==> src/rtl/booth_pp_accumulator_pkg.sv <==
// +--------------------------------------------------------------------------+
// | booth_pp_accumulator_pkg: shared radix-4 Booth multiplier definitions     |
// | Revision: 1.0                                                             |
// +--------------------------------------------------------------------------+
`default_nettype none

package booth_pp_accumulator_pkg;

  localparam int unsigned CORR_MAX_W = 256;

  // Booth codes {b[2i+1], b[2i], b[2i-1]}, shared with the row generator
  localparam logic [2:0] BOOTH_Z0 = 3'b000;
  localparam logic [2:0] BOOTH_P1A = 3'b001;
  localparam logic [2:0] BOOTH_P1B = 3'b010;
  localparam logic [2:0] BOOTH_P2 = 3'b011;
  localparam logic [2:0] BOOTH_M2 = 3'b100;
  localparam logic [2:0] BOOTH_M1A = 3'b101;
  localparam logic [2:0] BOOTH_M1B = 3'b110;
  localparam logic [2:0] BOOTH_Z1 = 3'b111;

  typedef enum logic [0:0] {
    ST_ACC  = 1'b0,
    ST_DONE = 1'b1
  } state_e;

  function automatic int unsigned nrows_f(input int unsigned w);
    return w / 2;
  endfunction

  // Sum of the 2^W sign-extension offsets of every row: 2^W * (4^NROWS-1)/3
  function automatic logic [CORR_MAX_W-1:0] corr_f(input int unsigned w);
    logic [CORR_MAX_W-1:0] r;
    r = '0;
    for (int unsigned k = 0; k < w / 2; k++) begin
      r = r | (CORR_MAX_W'(1) << (w + 2 * k));
    end
    return r;
  endfunction

  function automatic int booth_digit_f(input logic [2:0] code);
    int d;
    d = 0;
    case (code)
      BOOTH_Z0, BOOTH_Z1:   d = 0;
      BOOTH_P1A, BOOTH_P1B: d = 1;
      BOOTH_P2:             d = 2;
      BOOTH_M2:             d = -2;
      BOOTH_M1A, BOOTH_M1B: d = -1;
      default:              d = 0;
    endcase
    return d;
  endfunction

endpackage

`default_nettype wire

==> src/rtl/booth_pp_align.sv <==
// +--------------------------------------------------------------------------+
// | booth_pp_align: places one Booth row and its negate bit at weight 4^idx   |
// | Revision: 1.0                                                             |
// +--------------------------------------------------------------------------+
`default_nettype none

module booth_pp_align #(
  parameter int WIDTH = 64,
  parameter int IDX_W = 5
) (
  input  logic [WIDTH:0]       pp_i,
  input  logic                 sign_i,
  input  logic [IDX_W-1:0]     idx_i,
  output logic [2*WIDTH-1:0]   addend_o,
  output logic [2*WIDTH-1:0]   carry_o
);

  logic [IDX_W:0] shamt;

  assign shamt    = {idx_i, 1'b0};
  assign addend_o = {{(WIDTH-1){1'b0}}, pp_i} << shamt;
  assign carry_o  = {{(2*WIDTH-1){1'b0}}, sign_i} << shamt;

endmodule

`default_nettype wire

==> src/rtl/booth_pp_accumulator.sv <==
// +--------------------------------------------------------------------------+
// | booth_pp_accumulator: sums radix-4 Booth rows into a signed 2W product   |
// | Revision: 1.0                                                             |
// +--------------------------------------------------------------------------+
`default_nettype none

module booth_pp_accumulator
  import booth_pp_accumulator_pkg::*;
#(
  parameter int WIDTH = 64,
  localparam int NROWS = int'(nrows_f(WIDTH)),
  localparam int IDX_W = $clog2(NROWS)
) (
  input  logic                 clk,
  input  logic                 rst,
  input  logic                 flush,
  input  logic                 in_valid,
  output logic                 in_ready,
  input  logic [WIDTH:0]       in_pp,
  input  logic                 in_sign,
  output logic [IDX_W-1:0]     row_idx,
  output logic                 out_valid,
  input  logic                 out_ready,
  output logic [2*WIDTH-1:0]   product
);

  localparam logic [CORR_MAX_W-1:0] CORR_FULL = corr_f(WIDTH);
  localparam logic [2*WIDTH-1:0]    CORR      = CORR_FULL[2*WIDTH-1:0];
  localparam logic [2*WIDTH-1:0]    ACC_INIT  = -CORR;
  localparam logic [IDX_W-1:0]      LAST_IDX  = IDX_W'(NROWS - 1);

  state_e               state_q;
  logic [IDX_W-1:0]     idx_q;
  logic [2*WIDTH-1:0]   acc_q;
  logic [2*WIDTH-1:0]   acc_d;
  logic [2*WIDTH-1:0]   product_q;
  logic                 out_valid_q;
  logic                 in_ready_q;
  logic [2*WIDTH-1:0]   addend;
  logic [2*WIDTH-1:0]   carry;

  booth_pp_align #(
    .WIDTH (WIDTH),
    .IDX_W (IDX_W)
  ) u_align (
    .pp_i     (in_pp),
    .sign_i   (in_sign),
    .idx_i    (idx_q),
    .addend_o (addend),
    .carry_o  (carry)
  );

  assign acc_d = acc_q + addend + carry;

  always_ff @(posedge clk or posedge rst) begin
    if (rst) begin
      state_q     <= ST_ACC;
      idx_q       <= '0;
      acc_q       <= ACC_INIT;
      product_q   <= '0;
      out_valid_q <= 1'b0;
      in_ready_q  <= 1'b1;
    end else if (flush) begin
      // Abort keeps the last product visible but withdraws its valid
      state_q     <= ST_ACC;
      idx_q       <= '0;
      acc_q       <= ACC_INIT;
      out_valid_q <= 1'b0;
      in_ready_q  <= 1'b1;
    end else begin
      case (state_q)
        ST_ACC: begin
          if (in_valid) begin
            acc_q <= acc_d;
            if (idx_q == LAST_IDX) begin
              product_q   <= acc_d;
              idx_q       <= '0;
              state_q     <= ST_DONE;
              out_valid_q <= 1'b1;
              in_ready_q  <= 1'b0;
            end else begin
              idx_q <= idx_q + IDX_W'(1);
            end
          end
        end
        ST_DONE: begin
          if (out_ready) begin
            acc_q       <= ACC_INIT;
            state_q     <= ST_ACC;
            out_valid_q <= 1'b0;
            in_ready_q  <= 1'b1;
          end
        end
        default: begin
          state_q     <= ST_ACC;
          idx_q       <= '0;
          acc_q       <= ACC_INIT;
          out_valid_q <= 1'b0;
          in_ready_q  <= 1'b1;
        end
      endcase
    end
  end

  assign in_ready  = in_ready_q;
  assign out_valid = out_valid_q;
  assign row_idx   = idx_q;
  assign product   = product_q;

endmodule

`default_nettype wire

==> config.mk <==
export PLATFORM = sky130hd
export DESIGN_NAME = booth_pp_accumulator
export DESIGN_NICKNAME = d
export VERILOG_FILES = /design/src/rtl/booth_pp_accumulator_pkg.sv /design/src/rtl/booth_pp_align.sv /design/src/rtl/booth_pp_accumulator.sv
export SDC_FILE = /design/constraint.sdc
export NUM_CORES = 1
export LEC_CHECK = 0
export CORE_MARGIN = 5
export CORE_UTILIZATION = 60
export DETAILED_ROUTE_END_ITERATION = 8
export PLACE_DENSITY = 0.81
export SYNTH_ARGS = -nofsm -noshare
export SYNTH_HDL_FRONTEND = slang
export SYNTH_SLANG_ARGS = --single-unit
==> constraint.sdc <==
create_clock -name clk -period 15 [get_ports clk]
set_input_delay 1.5 -clock clk [delete_from_list [all_inputs] [get_ports clk]]
set_output_delay 1.5 -clock clk [all_outputs]
set_load 0.005 [all_outputs]
==> flow_summary.ini <==
[clock_network]
path_clk_slew_ps = 60
clock_path_buffers = 3
cts_max_level = 1
cts_tree = done
clock-sinks = 264
numCtsBuffers = 30
post_cts_buffers = 0
hold_buffers = 0
insertion_delay_ps = 600
cts_resized = 0
root_buffer = clkbuf_16

[placement]
hpwl_um = 70990
io_buffer_count = 205
place_area_um2 = 26470
gp_congestion = 1.151

[yosys]
synth_flop_cell = dfrtp_1
yosysSeqAreaShare_pct = 27.38
postSynthCellCount = 2976
ys_ff_latch = 264
synth_largest_area_cell = dfrtp_1
yosysMostFrequentCell = nand2_1
syn_nets = 3303
yosys.area.top_type_share_pct = 23.70
yosys_warnings = 0
ys_top_cells_by_area = dfrtp_1 24%, ha_1 11%, nand2_1 7.5%, a21oi_1 5.8%, o21ai_0 5.2%
ys_async_sr_fraction_pct = 100.0
synth_cell_type_count = 81
syn_avg_cell_area_um2 = 8.159
synth-edff-count = 0
synth_common_cells = 488 x nand2_1, 279 x a21oi_1, 265 x nor2_1
synth.cell_area_um2 = 24280

[global_routing]
grt_overflow = 0
globalRouteTotalUtil_pct = 40.10
grt_max_degree = 123
antenna_found_initial = 0
grt_pass1_vias = 23560
grt_pass1_wl_um = 140300

[critical_path]
r2r_slack_ps = 7300
crit_path_top_delay_cell = o31ai_1
crit_required_ps = 15430
setup.worst_path.end_class = flop
crit_arrival_ps = 8120
worstPathCellList = buf_4 -> mux4_2 -> nand2_1 -> nand2_1 -> mux2i_1 -> nor2_1 -> a31oi_1 -> fa_1 -> inv_1 -> ha_1 -> inv_1 -> nor3_1 -> nand3_1 -> nor2_1 -> nand4_1 -> o2111ai_1 -> nand2_1 -> o31ai_1 -> a31oi_1 -> xor2_1 -> o21ai_0
crit_top_cell = nand2_1
critPathMaxFanout = 55
slowest_delay_ps = 860
critPathKind = reg -> reg
critPathLaunchType = flop

[detailed_routing]
drtIter0Drc = 3657
drt-total-wl_um = 91830
viasPerCell = 6.767
vias = 24370
first_pass_iters = 7
drtAntennaViolNets = 0
routedWlPerCell_um = 25.50
drc = 0

[flow_run]
maxCapViolCount = 0

[floorplanning]
die_area_um2 = 44590
core_area_um2 = 39910
die_h_um = 211.2
row_count = 73
io_pins = 206
die_w_um = 211.2
start_util_pct = 60.84

[sta]
setup_viol = 0
fin_skew_ps = 18.94
min_period_ps = 7695
worst_slew_pin_slew_ps = 1178
max_freq_ghz = 0.1299
hold_viol_final = 0
slew_headroom_pct = 20.62
hold_ws_ps = 477.1
final.period_utilization_pct = 51.30
slew_violations = 0
final.setup.tns_ps = 0
rsz0062_at_grt = no

[layout]
synthToLayoutAreaGrowth_pct = 13.34
diodes = 0
fin_area_um2 = 27520
finalNetCount = 3381
post_route_cells_drive_above_1_share_pct = 7.835
fillers = 3239

[power]
ir_drop_mv = 0.1276
powerDensity_nw_per_um2 = 115.3
p_leak_nw = 12.22

[worst_hold_path]
hold_path.class = reg -> reg

[run_status]
status = completed
==> state kept, by name, indices dropped and copies added (netlist names) <==
signal	count
in_ready	1
product	128
row_idx	5
acc_q	128
state_q	1
out_valid	1
==> cell families (layout without fill, tap and decap cells) <==
logic type               after synthesis  count (layout)  share of synthesized area [%]
AND/OR/NAND/NOR                     1015            1015                          18.20
flip-flops                           264             264                          27.38
AO/OA/AOI/OAI                        847             847                          21.20
buffers and inverters                294             394                          4.663
multiplexers                         179             179                          9.924
XOR/XNOR                             121             121                          4.421
adder cells (fa/ha/maj)              256             256                          14.21
==> through the flow <==
stage	total power [W]	utilization [%]	std cells	setup WS, ps
floorplan	0.001860	-	2976	6288
detailed placement	0.002299	66.31	3547	7133
CTS	0.003112	68.95	3601	7643
finish	0.003173	68.95	3601	7305
global placement	0.002280	66.31	3547	7178
global route	0.003320	68.95	3601	6985
==> power by group <==
| group | internal [W] | switching [W] | leakage, nW |
|---|---|---|---|
| clock network | 0.000479 | 0.000327 | 0.508 |
| logic | 0.000507 | 0.00104 | 8.20 |
| registers | 0.000778 | 0.0000443 | 3.52 |
==> area by class of cell <==
cell class | instances | area, µm² | area share, %
Clock buffer | 41 | 843.3 | 3.064
Clock inverter | 13 | 210.2 | 0.7638
Inverter | 119 | 454.2 | 1.650
Multi-Input combinational cell | 2418 | 16520 | 60.04
Sequential cell | 264 | 6660 | 24.20
Tap cell | 525 | 656.9 | 2.387
Timing Repair Buffer | 221 | 2172 | 7.892
==> worst paths after layout <==
path,startpoint,endpoint,cells after the start
max,row_idx[0]$_DFFE_PP0P_,acc_q[114]$_DFFE_PP0P_,21
min,product[88]$_DFFE_PP0P_,product[88]$_DFFE_PP0P_,2
max reg2reg,row_idx[0]$_DFFE_PP0P_,acc_q[114]$_DFFE_PP0P_,21
min reg2reg,product[88]$_DFFE_PP0P_,product[88]$_DFFE_PP0P_,2
max in group asynchronous,rst,acc_q[78]$_DFFE_PP0P_,3
min in group asynchronous,rst,product[124]$_DFFE_PP0P_,2
==> cell usage in the layout, fill, tap and decap left out, types with 26 or more instances in the layout <==
cell / Yosys / layout
a21o_1: 50 / 50
a21oi_1: 279 / 279
a22o_1: 47 / 47
clkbuf_16: 0 / 31
clkdlybuf4s50_1: 0 / 205
dfrtp_1: 230 / 225
dfstp_2: 34 / 34
fa_1: 33 / 33
ha_1: 223 / 223
inv_1: 115 / 114
mux2_2: 64 / 64
mux2i_1: 72 / 72
mux4_2: 43 / 43
nand2_1: 488 / 487
nand4_1: 63 / 63
nor2_1: 265 / 264
nor3_1: 50 / 49
o21ai_0: 254 / 254
o21bai_1: 26 / 26
xnor2_1: 72 / 72
xor2_1: 48 / 48
==> critical path, delay by kind of cell, from the launching register on <==
| family | cells | cell delay, ps |
|---|---|---|
| flip-flops | 1 | 680 |
| multiplexers | 2 | 880 |
| XOR/XNOR | 1 | 220 |
| buffers and inverters | 3 | 890 |
| adder cells (fa/ha/maj) | 2 | 750 |
| AND/OR/NAND/NOR | 8 | 1720 |
| AO/OA/AOI/OAI | 5 | 2320 |
==> metal layers <==
layer | vias up | routed length [µm] | track usage, %
li1 | 10760 | - | -
met1 | 11550 | 35010 | 53.18
met2 | 1655 | 40010 | 62.14
met3 | 404 | 10460 | 8.763
met4 | 0 | 6355 | 20.37
met5 | - | 0 | 0
Note: power is estimated with default switching activity, not from simulation.
